===== config.mk =====
export PLATFORM = sky130hd
export DESIGN_NAME = pipe_demux_1_8
export DESIGN_NICKNAME = d
export VERILOG_FILES = /design/src/rtl/pipe_mux_pkg.sv /design/src/rtl/pipe_demux_accum.sv /design/src/rtl/pipe_demux_1_8.sv
export SDC_FILE = /design/constraint.sdc
export NUM_CORES = 1
export LEC_CHECK = 0
export CORE_MARGIN = 2
export CORE_UTILIZATION = 55
export DETAILED_ROUTE_END_ITERATION = 16
export PLACE_DENSITY = 0.82
export SLEW_MARGIN = 20
export SYNTH_ARGS = -nofsm -noshare
export SYNTH_HDL_FRONTEND = slang
export SYNTH_SLANG_ARGS = --single-unit

===== constraint.sdc =====
create_clock -name clk -period 2.5 [get_ports clk]
set_clock_uncertainty 0.2 [all_clocks]
set_input_delay 0.25 -clock clk [delete_from_list [all_inputs] [get_ports clk]]
set_output_delay 0.25 -clock clk [all_outputs]
set_load 0.05 [all_outputs]

===== src/rtl/pipe_mux_pkg.sv =====
// Shared widths, pipeline latency and the stage-0 bundle for the pipelined bit mux/demux pair.
package pipe_mux_pkg;

    localparam int unsigned WORD_W  = 8;
    localparam int unsigned SEL_W   = 3;
    localparam int unsigned LATENCY = 2;

    // Input bundle captured by stage 0 and consumed by the accumulator stage.
    typedef struct packed {
        logic             valid;
        logic [SEL_W-1:0] sel;
        logic             data_bit;
        logic             last;
        logic             flush;
    } stage0_t;

endpackage : pipe_mux_pkg


===== src/rtl/pipe_demux_accum.sv =====
// Stage 1 of pipe_demux_1_8: bit accumulator, written-bit mask and frame emit.
// Optional macro PIPE_DEMUX_COLLISION_EN adds collision_o (position written twice in a frame).
module pipe_demux_accum
    import pipe_mux_pkg::*;
#(
    parameter logic [WORD_W-1:0] FILL_WORD = 8'h00
) (
    input  logic              clk,
    input  logic              async_reset_n,
    input  stage0_t           i_s0,
    output logic              valid_o,
    output logic [SEL_W-1:0]  sel_o,
    output logic [WORD_W-1:0] output_word,
    output logic [WORD_W-1:0] mask_o
`ifdef PIPE_DEMUX_COLLISION_EN
    ,
    output logic              collision_o
`endif
);

    logic [WORD_W-1:0] r_accum;
    logic [WORD_W-1:0] r_mask;
    logic [WORD_W-1:0] w_onehot;
    logic [WORD_W-1:0] w_wr_word;
    logic [WORD_W-1:0] w_wr_mask;
    logic [WORD_W-1:0] w_accum_nxt;
    logic [WORD_W-1:0] w_mask_nxt;
    logic              w_emit;
`ifdef PIPE_DEMUX_COLLISION_EN
    logic [WORD_W-1:0] r_dup;
    logic [WORD_W-1:0] w_wr_dup;
    logic [WORD_W-1:0] w_dup_nxt;
`endif

    // Next accumulator/mask state; flush beats any same-cycle write or last.
    always_comb begin
        w_accum_nxt = r_accum;
        w_mask_nxt  = r_mask;
        w_emit      = 1'b0;
        w_onehot    = WORD_W'(1) << i_s0.sel;
        w_wr_word   = i_s0.data_bit ? (r_accum | w_onehot) : (r_accum & ~w_onehot);
        w_wr_mask   = r_mask | w_onehot;
`ifdef PIPE_DEMUX_COLLISION_EN
        w_dup_nxt   = r_dup;
        w_wr_dup    = r_dup | (r_mask & w_onehot);
`endif
        if (i_s0.flush) begin
            w_accum_nxt = FILL_WORD;
            w_mask_nxt  = '0;
`ifdef PIPE_DEMUX_COLLISION_EN
            w_dup_nxt   = '0;
`endif
        end else if (i_s0.valid && !i_s0.last) begin
            w_accum_nxt = w_wr_word;
            w_mask_nxt  = w_wr_mask;
`ifdef PIPE_DEMUX_COLLISION_EN
            w_dup_nxt   = w_wr_dup;
`endif
        end else if (i_s0.valid && i_s0.last) begin
            w_emit      = 1'b1;
            w_accum_nxt = FILL_WORD;
            w_mask_nxt  = '0;
`ifdef PIPE_DEMUX_COLLISION_EN
            w_dup_nxt   = '0;
`endif
        end
    end

    // Accumulator state plus output registers that hold between emits.
    always_ff @(posedge clk or negedge async_reset_n) begin
        if (!async_reset_n) begin
            r_accum     <= FILL_WORD;
            r_mask      <= '0;
            valid_o     <= 1'b0;
            sel_o       <= '0;
            output_word <= FILL_WORD;
            mask_o      <= '0;
`ifdef PIPE_DEMUX_COLLISION_EN
            r_dup       <= '0;
            collision_o <= 1'b0;
`endif
        end else begin
            r_accum <= w_accum_nxt;
            r_mask  <= w_mask_nxt;
            valid_o <= w_emit;
`ifdef PIPE_DEMUX_COLLISION_EN
            r_dup   <= w_dup_nxt;
`endif
            if (w_emit) begin
                output_word <= w_wr_word;
                mask_o      <= w_wr_mask;
                sel_o       <= i_s0.sel;
`ifdef PIPE_DEMUX_COLLISION_EN
                collision_o <= |w_wr_dup;
`endif
            end
        end
    end

endmodule : pipe_demux_accum


===== src/rtl/pipe_demux_1_8.sv =====
// Pipelined 1:8 demux / bit-gatherer: stage-0 input registers feeding the accumulator stage.
// Optional macro PIPE_DEMUX_COLLISION_EN adds the collision_o output.
module pipe_demux_1_8
    import pipe_mux_pkg::*;
#(
    parameter logic [WORD_W-1:0] FILL_WORD = 8'h00
) (
    input  logic              clk,
    input  logic              async_reset_n,
    input  logic              valid_i,
    input  logic [SEL_W-1:0]  sel,
    input  logic              input_bit,
    input  logic              last_i,
    input  logic              flush_i,
    output logic              valid_o,
    output logic [SEL_W-1:0]  sel_o,
    output logic [WORD_W-1:0] output_word,
    output logic [WORD_W-1:0] mask_o
`ifdef PIPE_DEMUX_COLLISION_EN
    ,
    output logic              collision_o
`endif
);

    stage0_t r_s0;
    stage0_t w_s0;

    // Bundle the raw inputs for stage 0.
    always_comb begin
        w_s0          = '0;
        w_s0.valid    = valid_i;
        w_s0.sel      = sel;
        w_s0.data_bit = input_bit;
        w_s0.last     = last_i;
        w_s0.flush    = flush_i;
    end

    // Stage 0 input register.
    always_ff @(posedge clk or negedge async_reset_n) begin
        if (!async_reset_n) begin
            r_s0 <= '0;
        end else begin
            r_s0 <= w_s0;
        end
    end

    pipe_demux_accum #(
        .FILL_WORD (FILL_WORD)
    ) u_accum (
        .clk           (clk),
        .async_reset_n (async_reset_n),
        .i_s0          (r_s0),
        .valid_o       (valid_o),
        .sel_o         (sel_o),
        .output_word   (output_word),
        .mask_o        (mask_o)
`ifdef PIPE_DEMUX_COLLISION_EN
        ,
        .collision_o   (collision_o)
`endif
    );

endmodule : pipe_demux_1_8


==> impl_metrics.yaml <==
yosys:
  synth.avg_cell_area_um2: 11.15
  yosysUniqueCellTypes: 23
  synth_cells: 162
  yosys_warnings: 0
  synth_seq_cells: 43
  ys_seq_area_frac: 0.5956
  syn_area_um2: 1807
  syn_nets: 171
finish:
  fin_util: 0.6894
  diodes: 0
  area.growth.synth_to_final_pct: 17.45
  final_cell_area_um2: 2122
  nets: 196
  drive_gt1_frac: 0.1123
sta:
  hold_viol_final: 0
  fmax_mhz: 504.4
  slew_violations: 0
  worst_pin_slew_ns: 0.8906
  tns_ns: 0
  final.min_clock_period_ns: 1.982
  relSlewSlack: 0.4062
  setup_viol: 0
  fin_crit_sh: 0.7930
  rsz0062_at_grt: "no"
  hold_ws_ns: 0.1150
pwr:
  ir_drop_uv: 536.2
  p_leak_nw: 0.8789
  fin_total_pwr_mw: 1.569
  powerDensity_nw_per_um2: 739.6
critical_path:
  path_buf_inv: 1
  cp_top_family: "buffers and inverters"
  worst-path-max-fanout: 2
  crit_required_ns: 2.05
  path_class: "flop to output port"
  worstPathArrival_ns: 1.53
  crit_chain: "clkdlybuf4s50_1"
  cpPeakStageDelay_ns: 0.81
  critPathCaptureType: "output port"
  worst_path_max_delay_cell: "clkdlybuf4s50_1"
  start_kind: "flop"
clock_tree:
  cts-root-buf: "clkbuf_4"
  cts_sinks: 43
  clock_path_buffers: 2
  cts_buffers: 5
  post_cts_buffers: 0
  tritoncts: "built"
  clk-insertion-delay-late_ns: 0.36
  post_cts_resized: 0
  path_clk_slew_ns: 0.11
  cts_max_level: 2
floorplanning:
  die_h_um: 61.32
  die_area_um2: 3760
  ios: 29
  dieWidth_um: 61.32
  core_region_area_um2: 3078
  start_util: 0.5870
  rows: 20
global_route:
  first_global_vias: 1192
  grt_use_total: 0.2014
  antenna_found_initial: 0
  overflow: 0
  grt_pass1_wl_um: 5285
  grt_max_degree: 44
flow_run:
  cap_violations: 0
placement:
  portBuffers: 28
  postPlaceCellArea_um2: 2056
  gp_congestion: 0.7446
  hpwl_um: 2163
detailed_routing:
  drt_wl_total_um: 3090
  vias_per_cell: 5.346
  vias: 1235
  dr.pass1.iters: 4
  final_antenna_net_count: 0
  avgRoutedWirePerCell_um: 13.38
  first_iter_violations: 34
  drc: 0
outcome:
  status: "complete, no violations"
worst_hold_path:
  hold_class: "input pin to flop"
## layout by cell type (no fill, tap or decap), types with 2 or more instances in the layout
cell type        instances
nor3b_2                  3
a32oi_1                  2
mux2i_1                  8
o211ai_1                 4
o311ai_0                 2
clkbuf_4                 5
and3b_1                  2
nand2b_1                 4
mux2_2                   3
nand2_1                  8
clkdlybuf4s50_1         27
and3b_4                  2
a21oi_1                 29
dfrtp_1                 43
nor2_1                  34
## Yosys cell counts
cell type / instances / area (µm²)
clkbuf_1: 1 / 3.750
buf_2: 5 / 25.02
and3b_1: 2 / 17.52
nand4_1: 1 / 6.260
nand4b_1: 1 / 8.760
nor3_2: 1 / 10.01
a21oi_1: 29 / 145.1
and3_4: 1 / 11.26
buf_6: 4 / 45.04
nor2_1: 34 / 127.6
a21oi_2: 1 / 8.760
o211ai_1: 4 / 30.03
mux2_2: 3 / 33.78
a32oi_1: 2 / 17.52
mux2i_1: 8 / 80.08
nor3b_2: 3 / 37.54
buf_4: 2 / 15.01
dfrtp_1: 43 / 1076
and3b_2: 1 / 10.01
nand2_1: 8 / 30.03
o311ai_0: 2 / 17.52
nand2b_1: 4 / 25.02
and3b_4: 2 / 25.02
## repair_timing
item	CTS	global route
setup endpoints to repair	0	0
hold buffers	1	0
hold endpoints to repair	43	0
## path summary, 6_finish.rpt
check / slack, ns / startpoint / to / cells after the start
max: 0.52 / u_accum.sel_o[0]$_DFFE_PN0P_ / sel_o[0] / 1
min: 0.12 / sel[2] / r_s0[5]$_DFF_PN0_ / 1
max reg2reg: 0.71 / r_s0[6]$_DFF_PN0_ / u_accum.output_word[2]$_DFFE_PN0P_ / 4
min reg2reg: 0.31 / u_accum.r_mask[4]$_DFFE_PN0P_ / u_accum.r_mask[4]$_DFFE_PN0P_ / 2
max in group asynchronous: 1.20 / async_reset_n / r_s0[2]$_DFF_PN0_ / 2
min in group asynchronous: 0.34 / async_reset_n / u_accum.output_word[5]$_DFFE_PN0P_ / 2
## area by class of cell
cell class,count,area [µm²]
Clock buffer,6,51.30
Multi-Input combinational cell,107,641.9
Fill cell,248,955.9
Timing Repair Buffer,30,292.8
Sequential cell,43,1076
Tap cell,44,55.05
Clock inverter,1,5.005
## stage by stage
step / std cells / setup slack, ns
2_1_floorplan: 162 / 1.021
3_3_place_gp: 223 / 0.7874
3_5_place_dp: 223 / 0.7331
4_1_cts: 231 / 0.4954
5_1_grt: 231 / 0.4223
6_report: 231 / 0.5176
## layer usage
metal,part of all wire,vias to the layer above,track usage
met3,0.065,8,0.07773
met1,0.44,582,0.2426
met2,0.47,39,0.3207
met5,0,-,0
met4,0.025,0,0.09317
li1,-,606,-
## worst reg2reg max path, delay by kind of cell, from the launching register on
| family | cells | cell delay [ns] |
|---|---|---|
| compound gates | 1 | 0.13 |
| buf+inv | 1 | 0.32 |
| flops | 1 | 0.64 |
| simple gates | 2 | 0.43 |
## cells by family (layout without fill, tap and decap cells)
kind of cell	count (synthesis)	count (layout)	synth area share
compound gates	38	38	0.1212
buf+inv	12	37	0.04916
flops	43	43	0.5956
mux	11	11	0.06302
simple gates	58	58	0.1711
## power by group
group / internal, mW / switching (mW) / leakage, nW
Combinational: 0.147 / 0.280 / 0.304
Clock: 0.130 / 0.205 / 0.0341
Sequential: 0.758 / 0.0481 / 0.541
Total: 1.04 / 0.534 / 0.879
## sequential cells by signal (all words and copies together), names as in the netlist
| signal | cells |
|---|---|
| u_accum.mask_o | 8 |
| u_accum.r_accum | 8 |
| u_accum.r_mask | 8 |
| u_accum.sel_o | 3 |
| u_accum.valid_o | 1 |
| r_s0 | 7 |
| u_accum.output_word | 8 |
No activity file was read; power rests on OpenSTA's default activity.
